## src/rtl/uart_rx_cfg.sv

```systemverilog
// UART receiver with mid-bit sampling from a baud down-counter, configurable word
// length and parity, and frame/parity/overrun status held alongside the received word.
module uart_rx_cfg #(
  parameter int BAUD_DIV  = 2604,
  parameter int DATA_BITS = 8,
  parameter int PARITY    = 0
) (
  input  logic                 clk,
  input  logic                 rst_n,
  input  logic                 RX,
  input  logic                 clr_rdy,
  output logic [DATA_BITS-1:0] rx_data,
  output logic                 rdy,
  output logic                 parity_err,
  output logic                 frame_err,
  output logic                 overrun
);

  localparam int            CW         = $clog2(BAUD_DIV);
  localparam int            BW         = $clog2(DATA_BITS);
  localparam logic [CW-1:0] HALF_CNT   = CW'(BAUD_DIV / 32'sd2);
  localparam logic [CW-1:0] RELOAD_CNT = CW'(BAUD_DIV - 32'sd1);
  localparam logic [BW-1:0] LAST_BIT   = BW'(DATA_BITS - 32'sd1);
  localparam logic          HAS_PAR    = (PARITY != 32'sd0);

  typedef enum logic [2:0] {
    IDLE  = 3'd0,
    START = 3'd1,
    DATA  = 3'd2,
    PAR   = 3'd3,
    STOP  = 3'd4,
    BREAK = 3'd5
  } state_t;

  state_t               state_r;
  logic                 rx_meta_r;
  logic                 rx_s;
  logic [CW-1:0]        baud_cnt_r;
  logic [BW-1:0]        bit_cnt_r;
  logic [DATA_BITS-1:0] shift_r;
  logic                 par_err_r;
  logic                 sample_s;

  // Odd mode flags an even count of ones over data+parity; even mode flags an odd count.
  function automatic logic parity_check(input logic [DATA_BITS-1:0] data, input logic pbit);
    logic x;
    x = ^{data, pbit};
    if (PARITY == 32'sd1) begin
      return ~x;
    end else if (PARITY == 32'sd2) begin
      return x;
    end else begin
      return 1'b0;
    end
  endfunction

  assign sample_s = (baud_cnt_r == {CW{1'b0}});

  // Two-flop synchronizer for the asynchronous serial line; idles high.
  always_ff @(posedge clk or negedge rst_n) begin
    if (!rst_n) begin
      rx_meta_r <= 1'b1;
      rx_s      <= 1'b1;
    end else begin
      rx_meta_r <= RX;
      rx_s      <= rx_meta_r;
    end
  end

  // Frame sequencer: baud timing, bit capture and status update at the stop sample.
  always_ff @(posedge clk or negedge rst_n) begin
    if (!rst_n) begin
      state_r    <= IDLE;
      baud_cnt_r <= HALF_CNT;
      bit_cnt_r  <= '0;
      shift_r    <= '0;
      par_err_r  <= 1'b0;
      rx_data    <= '0;
      rdy        <= 1'b0;
      parity_err <= 1'b0;
      frame_err  <= 1'b0;
      overrun    <= 1'b0;
    end else begin
      if (clr_rdy) begin
        rdy     <= 1'b0;
        overrun <= 1'b0;
      end

      // Idle and break hold the half-bit preset so the next start is sampled mid-bit.
      if (state_r == IDLE || state_r == BREAK) begin
        baud_cnt_r <= HALF_CNT;
      end else if (sample_s) begin
        baud_cnt_r <= RELOAD_CNT;
      end else begin
        baud_cnt_r <= baud_cnt_r - CW'(1'b1);
      end

      case (state_r)
        IDLE: begin
          if (!rx_s) state_r <= START;
        end
        START: begin
          if (sample_s) begin
            if (rx_s) begin
              state_r <= IDLE;
            end else begin
              state_r   <= DATA;
              bit_cnt_r <= '0;
            end
          end
        end
        DATA: begin
          if (sample_s) begin
            shift_r <= {rx_s, shift_r[DATA_BITS-1:1]};
            if (bit_cnt_r == LAST_BIT) begin
              bit_cnt_r <= '0;
              state_r   <= HAS_PAR ? PAR : STOP;
            end else begin
              bit_cnt_r <= bit_cnt_r + BW'(1'b1);
            end
          end
        end
        PAR: begin
          if (sample_s) begin
            par_err_r <= parity_check(shift_r, rx_s);
            state_r   <= STOP;
          end
        end
        STOP: begin
          // A completing word overrides a simultaneous clr_rdy.
          if (sample_s) begin
            rx_data    <= shift_r;
            parity_err <= HAS_PAR ? par_err_r : 1'b0;
            frame_err  <= ~rx_s;
            rdy        <= 1'b1;
            overrun    <= overrun | rdy;
            state_r    <= rx_s ? IDLE : BREAK;
          end
        end
        BREAK: begin
          if (rx_s) state_r <= IDLE;
        end
        default: begin
          state_r <= IDLE;
        end
      endcase
    end
  end

endmodule

```

## config.mk

```make
export PLATFORM = sky130hd
export DESIGN_NAME = uart_rx_cfg
export DESIGN_NICKNAME = d
export VERILOG_FILES = /design/src/rtl/uart_rx_cfg.sv
export SDC_FILE = /design/constraint.sdc
export NUM_CORES = 1
export LEC_CHECK = 0
export ABC_CLOCK_PERIOD_IN_PS = 2500
export CORE_MARGIN = 1.5
export CORE_UTILIZATION = 40
export DETAILED_ROUTE_END_ITERATION = 10
export SYNTH_ARGS = -nofsm -noshare
export SYNTH_HDL_FRONTEND = slang
export SYNTH_SLANG_ARGS = --single-unit
export TNS_END_PERCENT = 1
```

## constraint.sdc

```tcl
create_clock -name clk -period 2.5 [get_ports clk]
set_clock_uncertainty 0.2 [all_clocks]
set_input_delay 0.5 -clock clk [delete_from_list [all_inputs] [get_ports clk]]
set_output_delay 0.5 -clock clk [all_outputs]
set_load 0.01 [all_outputs]
```

### Word level (Yosys, flattened, before mapping)

Cells that the tools add are included.

* register bits: 39
* bits in latches: 0
* bits in writable memories: 0
* memory bits (read-only): 0
* output and inout port bits: 12
* word-level logic and storage cells: 59
* memories: 0

* add/subtract/negate cells: 2
* multipliers: 0
* divide/modulo/power cells: 0
* order comparisons: 0
* equal/unequal tests: 14
* shifts and indexed selects: 0
* multiplexer cells: 23
* bitwise logic cells: 2
* reductions and logical operators: 8

Operator list (number)
* 3-bit two-way mux: 12
* 12-bit two-way mux: 2
* 3-bit one-hot mux with 6 select lines: 1
* 2-bit inequality test (second input constant): 8
* 12-bit logical NOT: 1
* 12-bit by 1-bit subtractor with 12-bit output (second input constant): 1
* 3-bit == test (second input constant): 3
* 7-bit AND reduction: 1
* 3-bit by 2-bit == test with 1-bit output (second input constant): 2
* 1-bit two-way mux: 6
* 3-bit one-hot mux with 2 select lines: 1
* 2-bit AND reduction: 2
* 4-bit AND reduction: 1
* 3-bit by 1-bit adder with 3-bit output (second input constant): 1
* 3-bit by 1-bit == test with 1-bit output (second input constant): 1
* 3-bit logical NOT: 1
* 2-bit two-way mux: 1
* 2-bit nonzero test: 1
* 1-bit logical OR: 1
* 1-bit inverter: 1
* 1-bit bitwise OR: 1

### Longest topological paths before layout

* word-level depth: 4
* mapped depth: 7
* gate-level depth less buffers: 6

### Worst setup path after synthesis

OpenSTA, ideal clock, no wires.

* path kind: register -> register
* start: register baud_cnt_r[0]
* end: register baud_cnt_r[10]
* library setup time: 0.082 ns
* arrival time: 1.763 ns
* required time: 2.218 ns
* path slack: 0.456 ns
* cell stages (with the launch flop): 6
* clock period less this slack: 2.044 ns
* path through: dfrtp_1 > inv_1 > ha_1 > nor3b_1 > or4b_1 > a211o_1

* word-level cells in the longest chain between the ends: 3

Ends and longest elaborated chain
* start: declaration: line 38 `logic [CW-1:0] baud_cnt_r;`
* start signal: assignment: line 95 `baud_cnt_r <= baud_cnt_r - CW'(1'b1);`
* 12-bit by 1-bit subtractor with 12-bit output or 12-bit logical NOT (tied branches): line 95, 57
* 12-bit two-way mux (*): line 92 `end else if (sample_s) begin`
* 12-bit two-way mux (*): line 90 `if (state_r == IDLE || state_r == BREAK) begin`

Every way passes the cells marked *; elsewhere a longest branch is shown, timed or not.
A chain may end at the register's enable or synchronous reset.

### Final worst setup path

* start: register baud_cnt_r[0]
* end: register shift_r[5]

* word-level cells in the longest chain between the ends: 2

Ends and longest elaborated chain
* 12-bit logical NOT: line 57 `assign sample_s = (baud_cnt_r == {CW{1'b0}});`
* 2-bit AND reduction (no line)
* end signal: assignment: line 114 `shift_r <= {rx_s, shift_r[DATA_BITS-1:1]};`
* end: declaration: line 40 `logic [DATA_BITS-1:0] shift_r;`

No other way between the ends.

==> results.ini <==
[synth]
async_flop_share=1.00
ys_seq_elements=39
synthDistinctLibCells=40
synth-edff-count=0
synth_warnings=0
syn_avg_cell_area_um2=12.4
synth-seq-area-share=0.559
ys.flop_type=dfrtp_1
synth_area_um2=1760
syn-num-nets=150
synth_cells=142

[floorplan]
core-area_um2=4120
dieArea_um2=4810
io_pins=16
start_util=0.428
num_rows=23
fp.dieW_um=69.4
die_h_um=69.4

[sta]
fin_crit_ns=2.20
timing.final.crit_share=0.879
rsz0062_at_grt=no
fmax_mhz=455
tns_ns=0
relSlewSlack=0.434
drv_slew=0
hold_viol_final=0
finalSetupViolCount=0
worstMarginPinSlew_ns=0.849

[final_layout]
fillCellCount=358
drive_above_1_share=0.261
post-route-util=0.500
num_antenna_cells=0
nets=172
multiInputGateArea_um2=732
area_growth_pct=16.8
ff_latch_area_um2=985

[clock_tree]
clock-sinks=39
cts_buffers=5
cts_hold_buf=0
clk_pin_slew_ns=0.07
cts_max_level=2
cts_root_buffer=clkbuf_8
postCtsSetupRepairBufs=0
clk_path_buf_depth=2
post_cts_resized=0
tritoncts=built
clk_latency_ns=0.29

[placement]
io_buffers=14
place_congestion=0.875
dpl.hpwl_um=2180

[route]
wire_per_inst_um=14.6
drt-total-wl_um=3140
firstDrtPassIters=5
via_count=1158
drt-initial-drc-count=61
drc=0
via_per_inst=5.39
ant_nets=0

[power]
p_per_area_nw_per_um2=518
cellLeakagePower_nw=0.918
ir_worst_vdd_mv=0.266

[critical_path]
path_class=reg -> reg
critPathRequiredTime_ns=2.48
cp-endpoint=shift_r[5]$_DFFE_PN0P_
worstPathArrival_ns=2.17
cp-end-kind=flip-flop
rrSetupSlack_ns=0.30
critPathLaunch=baud_cnt_r[0]$_DFF_PN0_
r2r-start=baud_cnt_r[0]$_DFF_PN0_
r2r-end=shift_r[5]$_DFFE_PN0P_
ff2ff_path_depth=6
worstSetupStartpointType=flip-flop
path_max_fanout=7

[global_routing]
grt_max_degree=40
grt_pass1_wl_um=5460
grt_usage=0.144
antenna_found_initial=0
grt_pass1_vias=1182
overflow=0

[hold_path]
hp-class=in -> async

[job]
max_cap_violations=0

[run_status]
status=complete, no violations

Yosys cell counts, drive strengths merged, types with 3 or more instances:
master	instances	area (µm²)
nor3	6	30.0
dfrtp	32	801
inv	5	18.8
nor2	10	37.5
a21oi	5	25.0
o21ai	6	30.0
dfstp	7	184
nor4	3	25.0
mux2	17	218
buf	3	23.8
nand2	7	26.3
ha	4	50.1
xnor2	5	43.8
kinds of logic (layout without fill, tap and decap cells):
logic type                 Yosys count  after routing  synth area share
DFF                                 39             39             0.559
other                                1              1           0.00213
and+or+nand+nor                     43             43             0.145
adders and majority gates            4              4            0.0284
AOI/OAI and AO/OA                   22             22            0.0816
buffers and inverters                9             32            0.0263
muxes                               17             17             0.123
xor gates and xnor gates             7              7            0.0348
worst min-delay path by stage:
stage	end	slack, ns
final	baud_cnt_r[7]$_DFF_PN0_	0.11
after global routing	rdy$_DFF_PN0_	0.17
after CTS	rx_data[0]$_DFFE_PN0P_	0.14
after detailed placement	rx_s$_DFF_PN1_	0.15
after global placement	rx_s$_DFF_PN1_	0.15
after floorplan	baud_cnt_r[0]$_DFF_PN0_	0.004
cell usage in the layout, fill, tap and decap left out, types with 4 or more instances in the layout:
cell type / n
a21oi_1: 5
buf_4: 5
clkbuf_8: 5
clkdlybuf4s50_1: 13
dfrtp_1: 32
dfstp_2: 7
ha_1: 4
inv_1: 5
mux2_2: 10
mux2_4: 7
nand2_1: 7
nor2_1: 10
nor3_1: 6
o21ai_0: 6
xnor2_1: 5
layer usage:
layer  up-vias  routed length [µm]  GRT usage
met2        34                1470      0.217
met5         -                   0          0
met3        10                 172     0.0552
met4         0                  90     0.0850
met1       566                1410      0.175
li1        548                   -          -
per-stage QoR:
stage	cells	hold slack, ns	instance area, µm²	power (mW)	setup WS [ns]
2_1_floorplan	142	0.00441	1760	0.650	0.456
3_3_place_gp	207	0.148	1970	0.665	0.363
3_5_place_dp	207	0.153	1970	0.666	0.302
4_1_cts	215	0.136	2060	1.09	0.302
5_1_grt	215	0.167	2060	1.12	0.180
6_report	215	0.112	2060	1.07	0.302
state kept, by name, summed over array words and instances, names as in the netlist:
signal      cells
bit_cnt_r       3
rx_s            1
shift_r         8
overrun         1
state_r         3
rx_data         8
rx_meta_r       1
baud_cnt_r     12
frame_err       1
rdy             1
area by class of cell:
| class | instances | area share |
|---|---|---|
| flip-flops and latches | 39 | 0.478 |
| multi-input cells | 94 | 0.355 |
| repair buffers | 19 | 0.0838 |
| clock buffers | 5 | 0.0334 |
| well taps | 50 | 0.0304 |
| clock inverters | 3 | 0.00972 |
| inverters | 5 | 0.00911 |
worst max-delay path, stage by stage, from the launching register on:
cell,delay (ns)
dfrtp_1,0.42
inv_1,0.10
ha_1,0.15
nor4b_4,0.32
nand3_2,0.12
or2_1,0.41
mux2_4,0.36
where the power goes:
part	switching [mW]	internal, mW	leakage, nW
clock network	0.220	0.194	0.0402
logic	0.0139	0.00382	0.378
registers	0.00116	0.634	0.500
total	0.236	0.831	0.918
Note: power is estimated with default switching activity, not from simulation.
